`src/rtl/hazard_ctrl.sv`:
```
// hazard_ctrl: producer-side hazard controller for a 5-stage MIPS pipeline.
//
// Shadows the destination register, write-enable and remaining result
// latency (Tnew) of the instructions in E, M and W. Compares the D-stage
// operand needs (Tuse) against them and raises stall/e_clr. A small counter
// tracks how long the multiply/divide unit keeps HI/LO busy.
//
// Ports:
//   clk, rst_n            clock, asynchronous active-low reset
//   d_rs, d_rt            D-stage source register addresses
//   d_tuse_rs, d_tuse_rt  cycles until the operand is needed (3 = unused)
//   d_dst, d_we, d_tnew   D-stage destination, write-enable, result latency
//   d_md_start, d_md_div  D is mult/div (d_md_div selects divide)
//   d_md_use              D is mfhi/mflo/mthi/mtlo
//   stall, e_clr          hold F/D and PC; bubble the D/E register
//   e_/m_/w_ad, _we       per-stage destination and effective write-enable
//   e_delay, m_delay      remaining Tnew in E and M
//   md_busy               multiply/divide unit busy
//
// Optional (macro HAZARD_STATS_EN):
//   stall_cnt             saturating count of stalled cycles
//   md_stall_cnt          saturating count of md-caused stalled cycles
module hazard_ctrl #(
  parameter int MULT_CYCLES = 5,
  parameter int DIV_CYCLES  = 10
) (
  input  logic        clk,
  input  logic        rst_n,
`ifdef HAZARD_STATS_EN
  output logic [31:0] stall_cnt,
  output logic [31:0] md_stall_cnt,
`endif
  input  logic [4:0]  d_rs,
  input  logic [4:0]  d_rt,
  input  logic [1:0]  d_tuse_rs,
  input  logic [1:0]  d_tuse_rt,
  input  logic [4:0]  d_dst,
  input  logic        d_we,
  input  logic [1:0]  d_tnew,
  input  logic        d_md_start,
  input  logic        d_md_div,
  input  logic        d_md_use,
  output logic        stall,
  output logic        e_clr,
  output logic [4:0]  e_ad,
  output logic [4:0]  m_ad,
  output logic [4:0]  w_ad,
  output logic        e_we,
  output logic        m_we,
  output logic        w_we,
  output logic [1:0]  e_delay,
  output logic [1:0]  m_delay,
  output logic        md_busy
);

  localparam int MAX_CYCLES = (DIV_CYCLES > MULT_CYCLES) ? DIV_CYCLES : MULT_CYCLES;
  localparam int CNT_W      = $clog2(MAX_CYCLES + 1);

  logic             e_we_r, m_we_r, w_we_r;
  logic             e_md_start, e_md_div;
  logic [CNT_W-1:0] md_cnt;
  logic             rs_haz, rt_haz, md_haz;

  // Register $0 is never a real destination, so it never forwards or stalls.
  assign e_we    = e_we_r && (e_ad != 5'd0);
  assign m_we    = m_we_r && (m_ad != 5'd0);
  assign w_we    = w_we_r && (w_ad != 5'd0);
  assign md_busy = (md_cnt != '0);

  // A producer blocks only while its remaining latency exceeds the
  // consumer's slack. W is always forwardable and never participates.
  always_comb begin
    rs_haz = (d_tuse_rs != 2'd3) && (d_rs != 5'd0) &&
             ((e_we && (e_ad == d_rs) && (e_delay > d_tuse_rs)) ||
              (m_we && (m_ad == d_rs) && (m_delay > d_tuse_rs)));
    rt_haz = (d_tuse_rt != 2'd3) && (d_rt != 5'd0) &&
             ((e_we && (e_ad == d_rt) && (e_delay > d_tuse_rt)) ||
              (m_we && (m_ad == d_rt) && (m_delay > d_tuse_rt)));
    // e_md_start covers the cycle before the counter has been loaded.
    md_haz = (d_md_use || d_md_start) && (md_busy || e_md_start);
    stall  = rs_haz || rt_haz || md_haz;
    e_clr  = stall;
  end

  // Pipeline shadow registers.
  always_ff @(posedge clk or negedge rst_n) begin
    if (!rst_n) begin
      e_ad       <= 5'd0;
      e_we_r     <= 1'b0;
      e_delay    <= 2'd0;
      e_md_start <= 1'b0;
      e_md_div   <= 1'b0;
      m_ad       <= 5'd0;
      m_we_r     <= 1'b0;
      m_delay    <= 2'd0;
      w_ad       <= 5'd0;
      w_we_r     <= 1'b0;
    end else begin
      w_ad    <= m_ad;
      w_we_r  <= m_we_r;
      m_ad    <= e_ad;
      m_we_r  <= e_we_r;
      m_delay <= (e_delay == 2'd0) ? 2'd0 : e_delay - 2'd1;
      if (stall) begin
        e_ad       <= 5'd0;
        e_we_r     <= 1'b0;
        e_delay    <= 2'd0;
        e_md_start <= 1'b0;
        e_md_div   <= 1'b0;
      end else begin
        e_ad       <= d_dst;
        e_we_r     <= d_we;
        e_delay    <= d_tnew;
        e_md_start <= d_md_start;
        e_md_div   <= d_md_div;
      end
    end
  end

  // HI/LO busy counter: loads when the md instruction leaves E.
  always_ff @(posedge clk or negedge rst_n) begin
    if (!rst_n) begin
      md_cnt <= '0;
    end else if (e_md_start) begin
      md_cnt <= e_md_div ? CNT_W'(DIV_CYCLES) : CNT_W'(MULT_CYCLES);
    end else if (md_cnt != '0) begin
      md_cnt <= md_cnt - CNT_W'(1);
    end
  end

`ifdef HAZARD_STATS_EN
  always_ff @(posedge clk or negedge rst_n) begin
    if (!rst_n) begin
      stall_cnt    <= 32'd0;
      md_stall_cnt <= 32'd0;
    end else begin
      if (stall && (stall_cnt != 32'hFFFF_FFFF))
        stall_cnt <= stall_cnt + 32'd1;
      if (md_haz && (md_stall_cnt != 32'hFFFF_FFFF))
        md_stall_cnt <= md_stall_cnt + 32'd1;
    end
  end
`endif

endmodule

```
`config.mk`:
```
export PLATFORM = sky130hd
export DESIGN_NAME = hazard_ctrl
export DESIGN_NICKNAME = d
export VERILOG_FILES = /design/src/rtl/hazard_ctrl.sv
export SDC_FILE = /design/constraint.sdc
export NUM_CORES = 1
export LEC_CHECK = 0
export ABC_AREA = 1
export CORE_AREA = 2 2 54 76
export DETAILED_ROUTE_END_ITERATION = 10
export DIE_AREA = 0 0 56 78
export GPL_ROUTABILITY_DRIVEN = 0
export PLACE_DENSITY = 0.77
export RECOVER_POWER = 50
export SLEW_MARGIN = 30
export SYNTH_ARGS = -nofsm -noshare
export SYNTH_HDL_FRONTEND = slang
export SYNTH_SLANG_ARGS = --single-unit
```
`constraint.sdc`:
```
create_clock -name clk -period 2.2 [get_ports clk]
set_clock_uncertainty 0.1 [all_clocks]
set_input_delay 0.33 -clock clk [delete_from_list [all_inputs] [get_ports clk]]
set_output_delay 0.33 -clock clk [all_outputs]
set_load 0.01 [all_outputs]
```
==> flow_summary.toml, run 1 <==
[timing]
min_period_ns = 2.21
hold_viol_final = 0
tns_ns = -0.0159
setup_viol = 2
rsz0062_at_grt = "yes"
worst_slack_ns = -0.00811
max_freq_ghz = 0.453
whs_ns = 0.294
slew-limit-headroom = 0.559
fin_crit_sh = 1.00
finalMaxSlewViolations = 0
tightest_slew_ns = 0.661

[clock_tree]
cts_max_level = 1
cts.sinks = 28
max-clock-path-buffers = 2
cts_tree = "done"
clk_latency_ns = 0.27
cts_buffers = 3
clockRootBuffer = "clkbuf_8"
holdBufCountCts = 0
path_clk_slew_ns = 0.09

[critical_path]
slowest_delay_ns = 0.41
crit_path_cell_trace = "ha_1 > inv_1 > o21bai_1 > nand2_1 > nor2_1 > nand3_1 > nand2_1 > nand2_1 > nand3_2 > buf_6"
start_kind = "flop"
crit_path_end_kind = "primary output"
critPathSlowestCell = "dfrtp_1"
crit_arrival_ns = 1.78
cp_max_fo = 3
critPathRequiredTime_ns = 1.77
path_common_cell = "nand2_1"
path_class = "reg2out"

[routing]
drc = 0
drt_iter0_markers = 35
ant_nets = 0
routed_via_density = 4.73
wl_per_cell_um = 11.4
wl_mm = 3.60
drtPass1Iterations = 6
num_vias = 1500

[floorplan]
fp-row-count = 26
core-area_um2 = 3640
die_x_um = 56
initial_core_util = 0.448
ios = 52
die_y_um = 78
die-area_um2 = 4370

[grt]
grt-ovfl-total = 0
grt_pass1_vias = 1318
grt_max_degree = 29
grt_pass1_wl_mm = 5.96
antenna_found_initial = 0
grt_use_total = 0.174

[outcome]
outcome = "finished, violations left"
failed_checks = "negative setup slack"

[synthesis]
synthDistinctLibCells = 23
syn_area_per_cell_um2 = 7.71
synth_seq_cells = 28
syn_inst = 212
syn-num-nets = 249
ys_seq_area_frac = 0.429
netlist_area_um2 = 1630
ys_warn_count = 0

[power_and_ir_drop]
p_leak_nw = 1.23
vdd_drop_max_v = 0.000573
pwr_density_cell_nw_per_um2 = 739

[placement]
hpwlAfterDp_mm = 2.82
port_buffers = 51
dp_cells = 310
place_ws_ns = -0.642

[flow_run]
maxCapViolations = 0

[final_layout]
drive_above_1_share = 0.175
antennaDiodeCount = 0
area_delta_synth_final_pct = 45.4
nNetsFinal = 313
fin_cells = 317

[hold_path]
hp-class = "reg2reg"
[cells in the final DEF (no fill, tap or decap), drive strengths merged]
| cell | Yosys | routed |
|---|---|---|
| nand2 | 54 | 54 |
| inv | 49 | 49 |
| clkdlybuf4s50 | 0 | 43 |
| nor2 | 33 | 33 |
| dfrtp | 28 | 28 |
| nand3 | 12 | 12 |
| buf | 2 | 11 |
| ha | 10 | 10 |
| xnor2 | 5 | 5 |
| dlygate4sd2 | 0 | 5 |
| xor2 | 4 | 4 |
| o21ai | 4 | 4 |
| clkbuf | 0 | 4 |
| a21oi | 3 | 3 |
| or2 | 2 | 2 |
| o21bai | 2 | 2 |
| nor4 | 1 | 1 |
| or4 | 1 | 1 |
| nor3 | 1 | 1 |
| a211oi | 1 | 1 |
| bufinv | 0 | 1 |
| dlygate4sd3 | 0 | 1 |
[critical path: cells and delay by family, from the launching register on]
kind / cells / cell delay [ns]
simple gates: 6 / 0.48
flops: 1 / 0.41
fa+ha+maj: 1 / 0.31
buf+inv: 2 / 0.16
compound gates: 1 / 0.14
[final cells by class]
| type | count | area (µm²) |
|---|---|---|
| inverter | 49 | 184 |
| clock inverter | 1 | 30.0 |
| clock buffer | 3 | 41.3 |
| fill | 312 | 1270 |
| timing repair buffer | 61 | 579 |
| tap | 42 | 52.6 |
| sequential | 28 | 702 |
| multi-input combinational | 133 | 787 |
[flip-flops by register name (all words and copies together) (netlist names)]
register,cells
m_delay,2
m_ad,5
e_md_div,1
e_ad,5
w_we_r,1
md_cnt,4
w_ad,5
e_delay,2
m_we_r,1
e_md_start,1
e_we_r,1
[per-stage QoR]
stage	total power, W	instance area [µm²]	utilization
6_report	0.00176	2380	0.652
5_1_grt	0.00190	2380	0.652
4_1_cts	0.00175	2320	0.636
3_5_place_dp	0.00133	2230	0.612
3_3_place_gp	0.00132	2230	0.612
2_1_floorplan	0.00106	1630	-
[synth_stat cells]
cell type	number	area share
a21oi_1	3	0.0092
xnor2_1	5	0.027
xor2_1	4	0.021
o21bai_1	2	0.0092
o21ai_4	1	0.010
a211oi_1	1	0.0046
or2_0	2	0.0077
nor4_1	1	0.0038
dfrtp_1	28	0.43
inv_1	43	0.099
ha_1	10	0.077
or4_1	1	0.0046
buf_4	1	0.0046
nand3_2	2	0.012
nor2_2	9	0.034
buf_6	1	0.0069
nor3_1	1	0.0031
nor2_4	1	0.0069
nand2_1	54	0.12
o21ai_1	3	0.0092
nor2_1	23	0.053
nand3_1	10	0.031
inv_2	6	0.014
[timing repair]
item | CTS | global route
pin swaps | 8 | 10
resized for setup | 18 | 10
buffers inserted | 1 | 2
setup endpoints to repair | 3 | 2
[path summary, 6_finish.rpt]
check | start | to | slack, ns | cells past startpoint
max in group asynchronous | rst_n | e_delay[1] | 1.03 | 2
min reg2reg | m_we_r | w_we_r | 0.29 | 0
min | m_we_r | w_we_r | 0.29 | 0
max reg2reg | m_delay[1] | e_ad[4] | 0.24 | 12
max | m_delay[1] | stall | -0.008 | 10
min in group asynchronous | rst_n | md_cnt[0] | 0.50 | 2
[per-layer routing]
| metal | global-route usage | up-vias | routed length (µm) |
|---|---|---|---|
| met4 | 0.0714 | 0 | 91 |
| li1 | - | 755 | - |
| met3 | 0.0333 | 9 | 266 |
| met1 | 0.213 | 676 | 1430 |
| met5 | 0 | - | 0 |
| met2 | 0.295 | 60 | 1820 |
[report_power, final]
part | switching (W) | internal, W | total (W)
sequential | 0.0000902 | 0.000609 | 0.000699
combinational | 0.000319 | 0.000339 | 0.000658
clock | 0.000154 | 0.000244 | 0.000398
[kinds of logic (layout without fill, tap and decap cells)]
group / after synthesis / after routing / share of synthesized area
buffers and inverters: 51 / 114 / 0.124
xor gates and xnor gates: 9 / 9 / 0.0482
DFF: 28 / 28 / 0.429
adders and majority gates: 10 / 10 / 0.0766
AOI/OAI and AO/OA: 10 / 10 / 0.0421
and+or+nand+nor: 104 / 104 / 0.280
Note: power is estimated with default switching activity, not from simulation.
==> inputs of run 2 (changes only) <==
- RECOVER_POWER: 50 -> unset
==> run 2 against run 1 <==
Against the previous run:
- the run still ends with negative setup slack left
- critical path depth unchanged
- via count stayed put
- flip-flop and latch count did not move
- fmax is the same
- cell count is the same
- register-to-register slack barely moved
- power about the same
- sequential power about the same
- cell area grew 0.11%
- utilization grew 0.069 points
==> flow_summary.toml, run 2 (synthesis gave the netlist of run 1 again) <==
[grt]
grt_pass1_wl_mm = 5.96
grt_max_degree = 29
grt_use_total = 0.174
antenna_found_initial = 0
grt_pass1_vias = 1318
grt-ovfl-total = 0

[clock_tree]
cts.sinks = 28
cts_tree = "done"
holdBufCountCts = 0
cts_buffers = 3
clk_latency_ns = 0.27
max-clock-path-buffers = 2
clockRootBuffer = "clkbuf_8"
cts_max_level = 1
path_clk_slew_ns = 0.09

[routing]
routed_via_density = 4.73
top_layer = "met4"
ant_nets = 0
met2_length_mm = 1.82
drt_iter0_markers = 35
wl_per_cell_um = 11.4
num_vias = 1500
drt-met1-wl_mm = 1.43
wl_mm = 3.60
drtPass1Iterations = 6
drc = 0
wl_met3_um = 266

[critical_path]
path_common_cell = "nand2_1"
cp_max_fo = 3
start_kind = "flop"
crit_arrival_ns = 1.78
path_class = "reg2out"
r2r_slack_ns = 0.24
critPathRequiredTime_ns = 1.77
critPathSlowestCell = "dfrtp_1"
crit_path_cell_trace = "ha_1 > inv_1 > o21bai_1 > nand2_1 > nor2_1 > nand3_1 > nand2_1 > nand2_1 > nand3_2 > buf_6"
crit_path_end_kind = "primary output"
slowest_delay_ns = 0.41

[floorplan]
fp-row-count = 26
die-area_um2 = 4370
initial_core_util = 0.448
core-area_um2 = 3640
die_x_um = 56
ios = 52
die_y_um = 78

[placement]
hpwlAfterDp_mm = 2.82
dp_cells = 310
place_ws_ns = -0.642
port_buffers = 51

[final_layout]
largestRegisters = "e_ad x5, m_ad x5, w_ad x5"
nNetsFinal = 313
fin_cells = 317
area_delta_synth_final_pct = 45.6
antennaDiodeCount = 0
mostFrequentLayoutCells = "nand2_1 (53), clkdlybuf4s50_1 (44), inv_1 (38)"
utilization = 0.653
drive_above_1_share = 0.175
layout_commonest_cell = "nand2_1"

[timing]
fin_crit_sh = 1.00
min_period_ns = 2.21
finalMaxSlewViolations = 0
slew-limit-headroom = 0.773
tightest_slew_ns = 0.340
hold_viol_final = 0
setup_viol = 2
rsz0062_at_grt = "yes"
worst_slack_ns = -0.00811
max_freq_ghz = 0.453

[outcome]
failed_checks = "negative setup slack"
outcome = "finished, violations left"

[power_and_ir_drop]
p_leak_nw = 1.23
pwr_density_cell_nw_per_um2 = 739
vdd_drop_max_v = 0.000573

[flow_run]
maxCapViolations = 0

[hold_path]
hp-class = "reg2reg"
run 2: cell types whose count changed in the layout (fill, tap and decap cells not counted), sizes merged:
cell / change
dlygate4sd3: -1
clkbuf: -1
clkdlybuf4s50: +1
buf: +1
run 2: stage by stage:
stage | instance area [µm²] | setup TNS, ns | power [W] | hold WS (ns)
after detailed placement | 2230 | -2.86 | 0.00133 | 0.280
after floorplan | 1630 | 0 | 0.00106 | -0.0656
after CTS | 2320 | -0.155 | 0.00175 | 0.301
after global routing | 2380 | -0.171 | 0.00190 | 0.307
final | 2380 | -0.0159 | 0.00176 | 0.294
after global placement | 2230 | -2.19 | 0.00132 | 0.275
run 2: worst max-delay path: cells and delay by family (launching register included):
family,cells,cell delay [ns]
adders and majority gates,1,0.31
and+or+nand+nor,6,0.48
DFF,1,0.41
buffers and inverters,2,0.16
AOI/OAI and AO/OA,1,0.14
run 2: where the power goes:
| group | switching [W] | total, W | leakage, nW | internal, W |
|---|---|---|---|---|
| combinational | 0.000319 | 0.000659 | 0.831 | 0.000340 |
| clock | 0.000154 | 0.000398 | 0.0357 | 0.000244 |
| sequential | 0.0000902 | 0.000699 | 0.367 | 0.000609 |
| total | 0.000564 | 0.00176 | 1.23 | 0.00119 |
run 2: final timing paths:
kind                                    to  cells past startpoint  startpoint
worst max-delay path                 stall                     10  m_delay[1]
worst min-delay path                w_we_r                      0      m_we_r
worst max register to register     e_ad[4]                     12  m_delay[1]
worst min register to register      w_we_r                      0      m_we_r
max in group asynchronous       e_delay[1]                      2       rst_n
min in group asynchronous        md_cnt[0]                      2       rst_n
run 2: final cells by class:
type | instances | area (µm²)
fillers | 311 | 1260
clock inverters | 1 | 30.0
well taps | 42 | 52.6
clock buffers | 3 | 41.3
repair buffers | 61 | 582
multi-input cells | 133 | 787
inverters | 49 | 184
flip-flops and latches | 28 | 702
run 2: what timing repair did:
item,CTS,global route
pin swaps,8,10
setup buffers,1,2
setup endpoints to repair,3,2
gates resized for setup,18,10
run 2: layer usage:
metal,vias to the layer above,GRT usage
met1,676,0.213
met3,9,0.0333
li1,755,-
met2,60,0.295
met4,0,0.0714
met5,-,0
==> inputs of run 3 (changes only) <==
- PLACE_DENSITY: 0.77 -> unset
- PLACE_DENSITY_LB_ADDON: unset -> 0.2
==> run 3 against run 2 <==
Against the previous run:
- the flow still finishes with violations (negative setup slack)
- die area unchanged
- fmax down 0.65%
- first-iteration DRC count shrank 5.7%
- count of clock-buffer cells in the layout unchanged
- wire length about the same
- critical path depth stayed put
==> flow_summary.toml, run 3 (synthesis gave the netlist of run 1 again) <==
[outcome]
outcome = "finished, violations left"
failed_checks = "negative setup slack"

[timing]
fin_crit_sh = 1.01
setup_viol = 2
worst_slack_ns = -0.0227
tightest_slew_ns = 0.351
slew-limit-headroom = 0.766
tns_ns = -0.0451
hold_viol_final = 0
rsz0062_at_grt = "yes"
finalMaxSlewViolations = 0
max_freq_ghz = 0.450
min_period_ns = 2.22

[routing]
drc = 0
wl_per_cell_um = 11.4
drt_iter0_markers = 33
routed_via_density = 4.68
ant_nets = 0
drtPass1Iterations = 4
num_vias = 1483
wl_mm = 3.60

[power_and_ir_drop]
vdd_drop_max_v = 0.000494
p_sw_w = 0.000565
switching_share = 0.323
p_leak_nw = 1.23
p_seq_frac = 0.400
pwr_density_cell_nw_per_um2 = 740
p_int_w = 0.00119
clkPwrFrac = 0.231
power_w = 0.00175
pwr-share-comb = 0.369

[hold_path]
hold_depth = 0
hold_path_end = "w_we_r"
hp-class = "reg2reg"
hp-start = "m_we_r"

[floorplan]
ios = 52
die_x_um = 56
core-area_um2 = 3640
die-area_um2 = 4370
fp-row-count = 26
initial_core_util = 0.448
die_y_um = 78

[clock_tree]
clockRootBuffer = "clkbuf_8"
cts_max_level = 1
cts_tree = "done"
max-clock-path-buffers = 2
cts.sinks = 28
clk_latency_ns = 0.28
cts_buffers = 3
path_clk_slew_ns = 0.09

[critical_path]
rr_startpoint = "e_delay[1]"
start_kind = "flop"
crit_arrival_ns = 1.79
cp_max_fo = 3
r2r_slack_ns = 0.22
worst_r2r_path_depth = 12
path_class = "reg2out"
crit_path_end_kind = "primary output"
critPathRequiredTime_ns = 1.77
r2r_end = "e_ad[4]"

[final_layout]
layout_commonest_cell = "nand2_1"
area_delta_synth_final_pct = 44.9
stdcell_area_um2 = 2370
largestRegisters = "e_ad x5, m_ad x5, w_ad x5"
antennaDiodeCount = 0
drive_above_1_share = 0.167
mostFrequentLayoutCells = "nand2_1 (53), clkdlybuf4s50_1 (44), inv_1 (39)"
nNetsFinal = 313

[grt]
antenna_found_initial = 0
grt_use_total = 0.180
grt_pass1_vias = 1464
grt_pass1_wl_mm = 6.24
grt_max_degree = 29
grt-ovfl-total = 0

[placement]
place_ws_ns = -0.616
port_buffers = 51
placed_area_um2 = 2240
hpwlAfterDp_mm = 2.85

[flow_run]
maxCapViolations = 0
-- run 3: layout make-up --
class	instances	area, µm²
fill	327	1270
tap	42	52.6
clock inverter	1	30.0
inverter	49	184
clock buffer	3	41.3
timing repair buffer	61	582
multi-input combinational	133	777
sequential	28	702
-- run 3: layer usage --
layer | GRT usage | share of wire | wire, µm | vias up
li1 | - | - | - | 751
met1 | 0.197 | 0.40 | 1430 | 682
met2 | 0.331 | 0.53 | 1910 | 43
met3 | 0.0300 | 0.050 | 181 | 7
met4 | 0.0833 | 0.021 | 77 | 0
met5 | 0 | 0 | 0 | -
-- run 3: power by group through the flow --
stage / Clock (W) / Sequential, W / Combinational (W)
after floorplan: 0 / 0.000708 / 0.000351
after global placement: 0 / 0.000705 / 0.000622
after detailed placement: 0 / 0.000708 / 0.000635
after CTS: 0.000415 / 0.000701 / 0.000651
after global routing: 0.000426 / 0.000717 / 0.000726
final: 0.000405 / 0.000700 / 0.000647
-- run 3: repair_timing --
item | CTS | global route
pin swaps | 9 | 5
cloned | 0 | 0
hold buffers | 0 | 0
setup buffers | 1 | 1
setup endpoints to repair | 3 | 3
gates resized for setup | 21 | 5
-- run 3: worst max-delay path by stage --
stage	to	from	slack [ns]	cells after the start
floorplan	stall	e_delay[1]	0.19	11
global placement	e_clr	d_tuse_rs[1]	-0.60	13
detailed placement	e_clr	d_tuse_rs[1]	-0.62	13
CTS	e_clr	e_delay[1]	-0.06	10
global route	e_clr	e_delay[0]	-0.14	12
finish	e_clr	e_delay[1]	-0.02	10
-- run 3: critical path: stages (launching register included) --
cell,delay (ns)
dfrtp_2,0.46
ha_4,0.28
inv_2,0.03
o21bai_1,0.15
nand3_2,0.08
nor2_2,0.11
nand2_1,0.06
nand2_1,0.06
nand2_1,0.06
nand3_2,0.10
buf_6,0.11
-- run 3: stage by stage --
stage | hold WS [ns] | utilization | cells
2_1_floorplan | -0.0656 | - | 212
3_3_place_gp | 0.267 | 0.614 | 311
3_5_place_dp | 0.268 | 0.614 | 311
4_1_cts | 0.290 | 0.642 | 316
5_1_grt | 0.305 | 0.650 | 317
6_report | 0.289 | 0.650 | 317
